## config.mk

```make
export PLATFORM = sky130hd
export DESIGN_NAME = booth_pp_gen_16
export DESIGN_NICKNAME = d
export VERILOG_FILES = /design/src/rtl/booth_pp_gen_16.sv
export SDC_FILE = /design/constraint.sdc
export NUM_CORES = 1
export LEC_CHECK = 0
export ABC_AREA = 1
export CAP_MARGIN = 20
export CORE_MARGIN = 3
export CORE_UTILIZATION = 49
export CTS_CLUSTER_DIAMETER = 150
export CTS_CLUSTER_SIZE = 10
export DETAILED_ROUTE_END_ITERATION = 6
export HOLD_SLACK_MARGIN = 0.15
export PLACE_DENSITY = 0.84
export SLEW_MARGIN = 30
export SYNTH_ARGS = -nofsm -noshare
export SYNTH_HDL_FRONTEND = slang
export SYNTH_SLANG_ARGS = --single-unit
```

## constraint.sdc

```tcl
create_clock -name clk -period 6 [get_ports clk]
set_clock_uncertainty 0.2 [all_clocks]
set_input_delay 1.2 -clock clk [delete_from_list [all_inputs] [get_ports clk]]
set_output_delay 1.2 -clock clk [all_outputs]
set_load 0.03 [all_outputs]
```

## src/rtl/booth_pp_gen_16.sv

```systemverilog
// Two-stage radix-4 Booth partial-product generator for a 16x16 signed multiply.
// Stage 1 registers the operands; stage 2 registers eight 32-bit rows plus negation bits.
module booth_pp_gen_16 (
   input  logic        clk,
   input  logic        rst,
   input  logic        in_valid,
   output logic        in_ready,
   input  logic [15:0] x,
   input  logic [15:0] y,
   output logic        out_valid,
   input  logic        out_ready,
   output logic [31:0] xin0,
   output logic [31:0] xin1,
   output logic [31:0] xin2,
   output logic [31:0] xin3,
   output logic [31:0] xin4,
   output logic [31:0] xin5,
   output logic [31:0] xin6,
   output logic [31:0] xin7,
   output logic [5:0]  cin,
   output logic [1:0]  tail_neg
);

   // Handshake: a transfer happens on a rising edge where valid && ready.
   // Producers hold data stable while valid && !ready; ready never depends on valid.
   logic        s1_valid_q, s1_valid_d;
   logic [15:0] x_q, y_q;
   logic        out_valid_q, out_valid_d;
   logic [31:0] row_q [8];
   logic [31:0] row_d [8];
   logic [7:0]  neg_q, neg_d;

   logic s2_adv, in_fire, s1_fire;

   assign s2_adv   = !out_valid_q || out_ready;
   assign in_ready = !s1_valid_q || s2_adv;
   assign in_fire  = in_valid && in_ready;
   assign s1_fire  = s1_valid_q && s2_adv;

   always_comb begin
      s1_valid_d = s1_valid_q;
      if (in_fire)
         s1_valid_d = 1'b1;
      else if (s1_fire)
         s1_valid_d = 1'b0;
      out_valid_d = s2_adv ? s1_valid_q : out_valid_q;
   end

   // Booth recoding: y is extended with an implicit y[-1]=0 below bit 0.
   always_comb begin
      logic [16:0] y_ext;
      logic [31:0] sx;
      logic [31:0] mag;
      logic [31:0] shifted;
      logic [2:0]  trip;
      logic        neg;
      y_ext = {y_q, 1'b0};
      sx    = {{16{x_q[15]}}, x_q};
      neg_d = '0;
      for (int i = 0; i < 8; i++) begin
         trip = y_ext[2*i +: 3];
         mag  = '0;
         neg  = 1'b0;
         case (trip)
            3'b001, 3'b010: mag = sx;
            3'b011:         mag = sx << 1;
            3'b100: begin
               mag = sx << 1;
               neg = 1'b1;
            end
            3'b101, 3'b110: begin
               mag = sx;
               neg = 1'b1;
            end
            default: mag = '0;
         endcase
         shifted   = mag << (2*i);
         // Negative rows are one's complement; the +1 goes in as a column-0 carry.
         row_d[i]  = neg ? ~shifted : shifted;
         neg_d[i]  = neg;
      end
   end

   always_ff @(posedge clk) begin
      if (rst) begin
         s1_valid_q  <= 1'b0;
         out_valid_q <= 1'b0;
         x_q         <= '0;
         y_q         <= '0;
         neg_q       <= '0;
         for (int i = 0; i < 8; i++)
            row_q[i] <= '0;
      end else begin
         s1_valid_q  <= s1_valid_d;
         out_valid_q <= out_valid_d;
         if (in_fire) begin
            x_q <= x;
            y_q <= y;
         end
         if (s1_fire) begin
            neg_q <= neg_d;
            for (int i = 0; i < 8; i++)
               row_q[i] <= row_d[i];
         end
      end
   end

   assign out_valid = out_valid_q;
   assign xin0      = row_q[0];
   assign xin1      = row_q[1];
   assign xin2      = row_q[2];
   assign xin3      = row_q[3];
   assign xin4      = row_q[4];
   assign xin5      = row_q[5];
   assign xin6      = row_q[6];
   assign xin7      = row_q[7];
   assign cin       = neg_q[5:0];
   assign tail_neg  = neg_q[7:6];

endmodule

```

Word-level counts from Yosys, hierarchy flattened. Memories as Yosys holds them, arrays and structs flattened. Index checks and enable logic that the tools add are counted.

Add/subtract/negate cells: 0. $mul: 0. Div/mod/pow operators: 0. $lt $le $gt $ge: 0. Equal/unequal tests: 45. Shifts and indexed selects: 0. Muxes and demuxes: 39. Bitwise gates (word level): 16. Reduce and logical (&&, ||, !) cells: 30.

Operators by type and width (count): $mux 32 (16); $not 32->32 (8); $pmux 32 s2 (1); $eq 3x3->1 const B (21); $pmux 30 s2 (1); $pmux 28 s2 (1); $pmux 26 s2 (1); $pmux 24 s2 (1); $pmux 22 s2 (1); $eq 3x2->1 const B (14); $pmux 20 s2 (1); $pmux 18 s2 (1); $reduce_or 4->1 (7); $eq 3x1->1 const B (7); $reduce_or 3->1 (7); $reduce_or 2->1 (9); $mux 1 (15); $or 1x1->1 (8); $eq 2x2->1 const B (2); $eq 2x1->1 const B (1); $logic_and 1x1->1 (2); $logic_not 1->1 (2); $logic_or 1x1->1 (2); $reduce_bool 2->1 (1).

Flip-flop bits (word level): 42. Latch bits: 0. RAM bits: 256. Bits in read-only memories: 0. Input port bits: 36. Output and inout port bits: 266. Logic and storage cells: 136. Memories kept: 1.

Memories: row_q (depth 8, bits a word 32, rd ports 8, clocked after memory_dff 0, write ports 8, RTL line 29) `logic [31:0] row_q [8];`.

Depth between registers and ports, before layout. Gate-level depths: netlist (run 1).

Depth after elaboration: 7. Mapped depth: 11. Gate-level depth less buffers: 10.

Least setup slack after synthesis (run 1). Ideal clock, no wire load.

Path type: input port to flip-flop. Start: input rst. End: memory row_q[0][0] (enable). Setup time: 1.209 ns. Arrival time: 4.116 ns. Setup slack: 0.475 ns. Cell stages on the path: 4. Path buffers: 2. Path through: inv_2 buf_2 clkbuf_1 nand2_1.

RTL lines: from (decl) (RTL line 5) `input logic rst,`; to (decl) (RTL line 29).

Worst setup path in the final report (run 1).
Start: input out_ready. End: output in_ready.

Cells in the longest elaborated chain, start to end: 2.

Ends and longest elaborated chain: from (decl) (RTL line 11) `input logic out_ready,`; $logic_or 1x1->1 (RTL line 35) `assign s2_adv = !out_valid_q || out_ready;`; $logic_or 1x1->1 (RTL line 36) `assign in_ready = !s1_valid_q || s2_adv;`; to (decl) (RTL line 7) `output logic in_ready,`.

No other way between the ends.

==> results of run 1 <==
[per-layer routing]
layer / global-route usage, % / part of all wire (%) / vias to the layer above / routed length, um
met2: 41.39 / 48 / 621 / 14900
met4: 10.77 / 4.1 / 0 / 1284
met5: 0 / 0 / - / 0
met3: 5.736 / 12 / 114 / 3767
met1: 32.12 / 36 / 4292 / 11150
li1: - / - / 4494 / -
[cell usage after synthesis]
| library cell | instances |
|---|---|
| a31o_2 | 1 |
| nand2_1 | 328 |
| edfxtp_1 | 143 |
| clkinv_1 | 1 |
| nand3_1 | 43 |
| and2_1 | 29 |
| o21a_1 | 1 |
| inv_2 | 8 |
| inv_1 | 48 |
| nor3_1 | 30 |
| o21ai_0 | 92 |
| nand2_2 | 3 |
| o21ai_2 | 1 |
| buf_4 | 116 |
| a21oi_4 | 1 |
| nand3_4 | 1 |
| a21boi_1 | 13 |
| a21oi_2 | 1 |
| inv_4 | 1 |
| clkbuf_1 | 45 |
| nor2_2 | 10 |
| a21boi_0 | 17 |
| nor2_4 | 3 |
| nor2_1 | 203 |
| o21ai_1 | 6 |
| buf_6 | 3 |
| a21oi_1 | 88 |
| buf_2 | 35 |
| ha_1 | 24 |
| dfxtp_1 | 42 |
[per-stage QoR]
stage          std cells  hold WS [ps]  power, mW  instance area [um^2]
5_1_grt             1751         319.7      3.853                 13540
6_report            1751         282.5      3.714                 13540
3_5_place_dp        1719         269.8      2.609                 12950
2_1_floorplan       1337         281.3      2.289                 10780
3_3_place_gp        1719         260.1      2.587                 12940
4_1_cts             1751         280.8      3.712                 13530
[power groups by stage]
stage	Combinational, mW	Sequential, mW	Clock, mW
2_1_floorplan	0.529	1.76	0
3_3_place_gp	0.965	1.62	0
3_5_place_dp	0.986	1.62	0
4_1_cts	0.990	1.60	1.12
5_1_grt	1.06	1.61	1.18
6_report	0.995	1.60	1.12
[layout make-up]
type                    instances  area [um^2]
fillers                      1783         7812
flip-flops and latches        185         5135
multi-input cells             895         4210
repair buffers                306         3050
clock buffers                  23        493.0
well taps                     275        344.1
inverters                      58        220.2
clock inverters                 9        87.58
[cell families (layout without fill, tap and decap cells)]
family | Yosys count | count (layout) | synth area share (%)
compound gates | 221 | 221 | 11.19
fa+ha+maj | 24 | 24 | 2.785
buf+inv | 257 | 396 | 13.62
flops | 185 | 185 | 47.62
simple gates | 650 | 650 | 24.79
[worst max path at each step]
stage	to	cells after the start
final	in_ready	4
after floorplan	row_q[0][0]	4
after global placement	in_ready	4
after global routing	in_ready	4
after detailed placement	in_ready	4
after CTS	in_ready	4
[flip-flops by register name (all words and copies together) (netlist names)]
name and flops:
neg_q 8, y_q 16, x_q 16, s1_valid_q 1, out_valid 1, row_q 143
[tightest hold or removal path: cells and delay by family, from the launching register on]
family | cells | cell delay, ps
DFF | 1 | 310
and+or+nand+nor | 2 | 130
==> results.ini, run 1 <==
[cells_and_area]
layout_common_cells=nand2_1, clkdlybuf4s50_1, nor2_1, edfxtp_1, o21ai_0
layout_commonest_cell=nand2_1
fin_util_pct=63.41
drive_above_1_share_pct=4.675
diodes=0
area.growth.synth_to_final_pct=25.57
nNetsFinal=1523

[timing]
setup_viol=0
slew_headroom_pct=31.86
clock.fmax_mhz=250.2
rsz0062_at_grt=false
period_minus_slack_ps=3997
drv_slew=0
setup_slack_ps=2003
hold_violations=0
finalCritPeriodShare_pct=66.62
worst_pin_slew_ps=1015
setup_tns_ps=0

[worst_setup_path]
r2r_cells=7
end_kind=primary output
startpoint=out_ready
worstReg2RegEnd=row_q[0][34]
path_class=in -> out
cp-start-kind=primary input
cp.buffers_inverters=3
regToRegSetupSlack_ps=2890
critPathMaxFanout=4
r2r-start=y_q[1]
slowest_stage=clkdlybuf4s50_1
required_ps=4600
critPathTopFamily=buffers and inverters
cp_slowest_stage_delay_ps=710
cp.arrival_ps=2600
crit_chain=clkdlybuf4s50_1 -> inv_1 -> nand3_1 -> clkdlybuf4s50_1
worst_path_most_repeated_cell=clkdlybuf4s50_1

[clock_network]
ctsHtreeMaxLevel=4
root_buffer=clkbuf_16
clock-sinks=185
cts_setup_buffers=0
cts_tree=yes
ctsHoldBuffers=0
numCtsBuffers=17
clock_latency_ps=440
clkSlewWorstSetupHoldPaths_ps=60
cts_resized=0
cts.path.max_buffers=2

[yosys]
yosys.area.top_type=edfxtp_1
syn_avg_cell_area_um2=8.065
synth_fp_nets=1397
synth_cells=1337
yosys.area.top_type_share_pct=39.82
synth.distinct_cells=30
yosysSeqAreaShare_pct=47.62
ys_seq_elements=185
yosys-top-cells-area=edfxtp_1, nand2_1, buf_4
netlist_area_um2=10780
ys_warn_count=0

[power]
irDropWorstVdd_uv=206.0
power.leakage_nw=5.168
power_frac_seq_pct=43.1
clockPowerShare_pct=30.1
combinationalPowerShare_pct=26.8
swShare_pct=33.25
p_int_mw=2.479
power_density_nw_per_um2=274.3
p_switching_mw=1.235

[placement]
gp_congestion=0.9051
post-place-ws_ps=2043
port_buffers=301
dp_hpwl_mm=21.65

[die]
placementRows=53
die_h_um=154.3
ios=302
initial_core_util_pct=50.50
die_area_um2=23820
die_x_um=154.3
core_area_um2=21350

[min_path]
worst_hold_path.num_cells=2
hold_start=neg_q[5]
min_path_type=reg -> reg
hold_end=neg_q[5]

[global_route]
grt_usage_pct=25.20
grt_pass1_vias=8745
antenna_found_initial=0
grt_max_degree=77
grt_pass1_wl_mm=47.22
grt.overflow.total=0

[routing]
drt_drc_violations_left=1
via_count=9521
viasPerCell=5.437
drt_pre_antenna_iters=7
ant_nets=0
wirelength_mm=31.10
wl_per_cell_um=17.76
drt_iter0_drc=1555

[flow_run]
cap_violations=0

[status]
violations=DRC
status=complete, but fails checks

Note: power is estimated with default switching activity, not from simulation.
==> run 2: changes to the inputs <==
clock period = 3.7 ns   (was 6 ns; I/O delays follow)
==> run 2 against run 1 <==
Net effect: the flow still finishes with violations (DRC); die area did not move; first-iteration DRC count fell by 34%; highest routed layer is now met5; clock power rose by 51%.
==> results.ini, run 2 (same netlist as run 1, synthesis figures left out) <==
[status]
status=complete, but fails checks  ; unchanged
violations=DRC  ; unchanged

[worst_setup_path]
cp.buffers_inverters=3  ; unchanged
required_ps=2760  ; was 4600 ps
critPathTopFamily=buffers and inverters  ; unchanged
path_class=in -> out  ; unchanged
cp_slowest_stage_delay_ps=700  ; was 710 ps
crit_chain=clkdlybuf4s50_1 -> inv_1 -> nand3_1 -> clkdlybuf4s50_1  ; unchanged
end_kind=primary output  ; unchanged
critPathMaxFanout=4  ; unchanged
cp.arrival_ps=2110  ; was 2600 ps
cp-start-kind=primary input  ; unchanged
slowest_stage=clkdlybuf4s50_1  ; unchanged
worst_path_most_repeated_cell=clkdlybuf4s50_1  ; unchanged

[die]
ios=302  ; unchanged
core_area_um2=21350  ; unchanged
die_x_um=154.3  ; unchanged
placementRows=53  ; unchanged
die_h_um=154.3  ; unchanged
die_area_um2=23820  ; unchanged
initial_core_util_pct=50.50  ; unchanged

[power]
power.leakage_nw=5.204  ; was 5.168 nW
irDropWorstVdd_uv=324.8  ; was 206.0 uV
power_density_nw_per_um2=433.9  ; was 274.3 nW/um^2

[global_route]
grt_usage_pct=25.85  ; was 25.20%
grt_pass1_wl_mm=48.08  ; was 47.22 mm
grt_max_degree=76  ; was 77
grt.overflow.total=0  ; unchanged
antenna_found_initial=6  ; was 0
grt_pass1_vias=8469  ; was 8745

[timing]
hold_violations=0  ; unchanged
period_minus_slack_ps=3046
clock.fmax_mhz=328.3
slew_headroom_pct=42.18  ; was 31.86%
setup_tns_ps=0  ; unchanged
drv_slew=0  ; unchanged
worst_pin_slew_ps=866.3  ; was 1015 ps
finalCritPeriodShare_pct=82.31
rsz0062_at_grt=false  ; unchanged
setup_viol=0  ; unchanged

[clock_network]
cts_resized=0  ; unchanged
ctsHtreeMaxLevel=4  ; unchanged
clock-sinks=185  ; unchanged
clock_latency_ps=440  ; about the same
cts.path.max_buffers=2  ; unchanged
cts_tree=yes  ; unchanged
cts_setup_buffers=0  ; unchanged
ctsHoldBuffers=0  ; unchanged
root_buffer=clkbuf_16  ; unchanged
clkSlewWorstSetupHoldPaths_ps=70  ; was 60 ps
numCtsBuffers=17  ; unchanged

[routing]
ant_nets=0  ; unchanged
via_count=9587  ; was 9521
drt_pre_antenna_iters=7  ; unchanged
wl_per_cell_um=17.86  ; was 17.76 um
viasPerCell=5.429  ; was 5.437
wirelength_mm=31.54  ; was 31.10 mm
drt_iter0_drc=1032  ; was 1555
drt_drc_violations_left=20  ; was 1

[cells_and_area]
drive_above_1_share_pct=5.574  ; was 4.675%
nFillCells=1740  ; was 1783
area.growth.synth_to_final_pct=26.25  ; was 25.57%
layout_common_cells=nand2_1, clkdlybuf4s50_1, nor2_1, edfxtp_1, o21ai_0  ; unchanged
layout_commonest_cell=nand2_1  ; unchanged
nNetsFinal=1536  ; was 1523
largest_register_ffs=143  ; unchanged
top_register=row_q  ; unchanged
top_regs=row_q (143), x_q (16), y_q (16)  ; unchanged
fin_area_um2=13610  ; was 13540 um^2

[min_path]
min_path_type=reg -> reg  ; unchanged

[flow_run]
cap_violations=0  ; unchanged

[placement]
placed_area_um2=13070  ; was 12950 um^2
port_buffers=301  ; unchanged
dp_hpwl_mm=21.89  ; was 21.65 mm
gp_congestion=0.8549  ; was 0.9051

==> run 2: cell types whose count changed in the layout (fill, tap and decap cells not counted), sizes merged <==
cell      before  now
clkbuf        23   18
inv           60   61
clkinv         5    7
clkinvlp       1    4
diode          0    2
buf            5   18
bufinv         1    0
==> run 2: metal layers <==
layer / vias to the layer above / track usage, % / part of all wire [%]
li1: 4526 / - / -
met1: 4347 / 32.46 / 37
met2: 584 / 41.91 / 48
met3: 122 / 7.359 / 11
met4: 8 / 11.10 / 4.3
met5: - / 0 / 0.20
==> run 2: tightest hold or removal path, stage by stage, from the launching register on <==
cell and delay, ps:
dfxtp_1 310, nand3_1 70, nand2_1 50
==> run 2: power by group <==
group	leakage, nW	internal [mW]	switching [mW]	total [mW]
Combinational	3.09	0.590	1.05	1.64
Clock	0.251	0.862	0.824	1.69
Sequential	1.87	2.43	0.151	2.58
Total	5.20	3.88	2.03	5.91
==> run 2: per-stage QoR <==
stage | setup WS, ps | std cells | hold WS [ps] | power [mW] | util [%]
5_1_grt | 609.7 | 1766 | 307.5 | 6.128 | 63.75
4_1_cts | 638.7 | 1764 | 274.2 | 5.898 | 63.68
6_report | 654.4 | 1766 | 271.6 | 5.907 | 63.75
2_1_floorplan | 77.55 | 1337 | 281.3 | 3.705 | -
3_5_place_dp | 641.4 | 1732 | 262.2 | 4.250 | 61.21
3_3_place_gp | 634.3 | 1732 | 258.2 | 4.211 | 61.21
==> run 2: final timing paths <==
kind,start,end,slack (ps),cells after the start
min reg2reg,neg_q[5],neg_q[5],270,2
max,out_ready,in_ready,650,4
max reg2reg,y_q[1],row_q[0][43],1110,8
min,neg_q[5],neg_q[5],270,2
==> run 2: final cells by class <==
class	count	area, um^2	share of cell area [%]
Clock inverter	14	98.84	0.7261
Timing Repair Buffer	319	3173	23.31
Sequential cell	185	5135	37.72
Antenna cell	2	5.005	0.03676
Multi-Input combinational cell	895	4208	30.91
Tap cell	275	344.1	2.528
Clock buffer	18	429.2	3.153
Inverter	58	220.2	1.618
==> run 3: changes to the inputs <==
clock period = 2.89 ns   (was 3.7 ns; I/O delays follow)
==> run 3 against run 2 <==
Net effect: the run now ends clean; routed wire length rose by 1.5%; non-clock buffer count rose by 15; highest routed layer unchanged; global-route usage rose by 0.14 points; critical endpoint unchanged; sequential power rose by 26%; register-to-register slack got worse by 580 ps; sequential share of layout area fell by 0.65 points; count of clock-buffer cells in the layout fell by 1; hold slack improved by 0.59 ps; setup slack got worse by 390 ps; die area did not move.
==> results.ini, run 3 (same netlist as run 1, synthesis figures left out) <==
[status]
status=completed  ; was complete, but fails checks

[power]
power_mw=7.927  ; was 5.907 mW
irDropWorstVdd_uv=486.1  ; was 324.8 uV
power.leakage_nw=5.334  ; was 5.204 nW
power_density_nw_per_um2=572.3  ; was 433.9 nW/um^2

[timing]
period_minus_slack_ps=2621
clock.fmax_mhz=381.5
slew_headroom_pct=41.10  ; was 42.18%
setup_slack_ps=268.5  ; was 654.4 ps
setup_tns_ps=0  ; unchanged
drv_slew=0  ; unchanged
setup_viol=0  ; unchanged
worst_pin_slew_ps=882.5  ; was 866.3 ps
finalCritPeriodShare_pct=90.71
rsz0062_at_grt=false  ; unchanged
hold_violations=0  ; unchanged

[clock_network]
cts_resized=0  ; unchanged
cts.path.max_buffers=2  ; unchanged
numCtsBuffers=17  ; unchanged
clock_latency_ps=440  ; about the same
clkSlewWorstSetupHoldPaths_ps=70  ; about the same
cts_tree=yes  ; unchanged
cts_setup_buffers=0  ; unchanged
ctsHtreeMaxLevel=4  ; unchanged
ctsHoldBuffers=0  ; unchanged
root_buffer=clkbuf_16  ; unchanged
clock-sinks=185  ; unchanged

[worst_setup_path]
cp.buffers_inverters=3  ; unchanged
critPathTopFamily=buffers and inverters  ; unchanged
cp-start-kind=primary input  ; unchanged
r2r-start=y_q[5]  ; was y_q[1]
cp.arrival_ps=1840  ; was 2110 ps
r2r_cells=6  ; was 8
slowest_stage=clkdlybuf4s50_1  ; unchanged
worstReg2RegEnd=row_q[0][117]  ; was row_q[0][43]
required_ps=2110  ; was 2760 ps
worst_path_most_repeated_cell=clkdlybuf4s50_1  ; unchanged
critPathMaxFanout=2  ; was 4
cp_slowest_stage_delay_ps=680  ; was 700 ps
regToRegSetupSlack_ps=530  ; was 1110 ps
end_kind=primary output  ; unchanged
crit_chain=clkdlybuf4s50_1 -> inv_1 -> nand3_1 -> clkdlybuf4s50_1  ; unchanged
path_class=in -> out  ; unchanged

[placement]
dp_hpwl_mm=22.25  ; was 21.89 mm
dp.cells=1747  ; was 1732
gp_congestion=0.8634  ; was 0.8549
port_buffers=301  ; unchanged
post-place-ws_ps=268.0  ; was 641.4 ps

[die]
die_area_um2=23820  ; unchanged
core_area_um2=21350  ; unchanged
die_h_um=154.3  ; unchanged
ios=302  ; unchanged
die_x_um=154.3  ; unchanged
initial_core_util_pct=50.50  ; unchanged
placementRows=53  ; unchanged

[routing]
wirelength_mm=32.02  ; was 31.54 mm
drt_iter0_drc=1184  ; was 1032
ant_nets=0  ; unchanged
wl_per_cell_um=17.98  ; was 17.86 um
via_count=9649  ; was 9587
drt_pre_antenna_iters=6  ; was 7
viasPerCell=5.418  ; was 5.429
drt_drc_violations_left=0  ; was 20

[min_path]
hold_start=neg_q[3]  ; was neg_q[5]
min_path_type=reg -> reg  ; unchanged
worst_hold_path.num_cells=2  ; unchanged
hold_end=neg_q[3]  ; was neg_q[5]

[flow_run]
cap_violations=0  ; unchanged

[global_route]
grt_usage_pct=25.99  ; was 25.85%
grt_max_degree=62  ; was 76
grt_pass1_vias=8822  ; was 8469
antenna_found_initial=5  ; was 6
grt_pass1_wl_mm=48.60  ; was 48.08 mm
grt.overflow.total=0  ; unchanged

[cells_and_area]
top_register=row_q  ; unchanged
layout_common_cells=nand2_1, clkdlybuf4s50_1, nor2_1, edfxtp_1, o21ai_0  ; unchanged
fin_util_pct=64.87  ; was 63.75%
area.growth.synth_to_final_pct=28.45  ; was 26.25%
largest_register_ffs=143  ; unchanged
stdcell_count=1781  ; was 1766
layout_commonest_cell=nand2_1  ; unchanged
drive_above_1_share_pct=6.321  ; was 5.574%
nFillCells=1717  ; was 1740
top_regs=row_q (143), x_q (16), y_q (16)  ; unchanged
nNetsFinal=1551  ; was 1536

## run 3: changes by cell type in the layout (fill, tap and decap cells not counted), sizes merged
cell,change
diode,+1
buf,+15
clkinvlp,-1
bufinv,+4
clkinv,-3
clkbuf,-1
## run 3: layer usage
metal  track usage (%)  routed length, um  vias up
li1                  -                  -     4554
met1             32.25              11580     4414
met2             42.55              15450      577
met3             7.247               3728      100
met4             11.44               1232        4
met5                 0                 31        -
## run 3: power by group
group          switching (mW)  internal [mW]
Sequential              0.129           3.11
Combinational            1.42          0.778
Clock                    1.04           1.45
## run 3: how the worst max path moves through the flow
stage	from	to	slack, ps	cells after the start
2_1_floorplan	rst	row_q[0][0]	210	4
3_3_place_gp	out_ready	in_ready	250	4
3_5_place_dp	out_ready	in_ready	270	4
4_1_cts	row_q[0][31]	xin0[18]	250	1
5_1_grt	row_q[0][31]	xin0[18]	170	1
6_report	out_ready	in_ready	270	4
## run 3: cell type report
type | instances | area [um^2] | area share [%]
Sequential cell | 185 | 5135 | 37.07
Tap cell | 275 | 344.1 | 2.484
Multi-Input combinational cell | 895 | 4203 | 30.34
Clock buffer | 17 | 425.4 | 3.071
Antenna cell | 3 | 7.507 | 0.05420
Inverter | 58 | 220.2 | 1.590
Clock inverter | 14 | 192.7 | 1.391
Timing Repair Buffer | 334 | 3323 | 23.99
## run 3: worst min-delay path, delay by kind of cell, from the launching register on
kind             cells  cell delay (ps)
flip-flops           1              310
AND/OR/NAND/NOR      2              120
## run 3: per-stage QoR
| stage | hold slack (ps) | cell area [um^2] |
|---|---|---|
| floorplan | 281.3 | 10790 |
| global placement | 258.1 | 13220 |
| detailed placement | 258.6 | 13230 |
| CTS | 270.2 | 13840 |
| global route | 295.5 | 13850 |
| finish | 272.2 | 13850 |
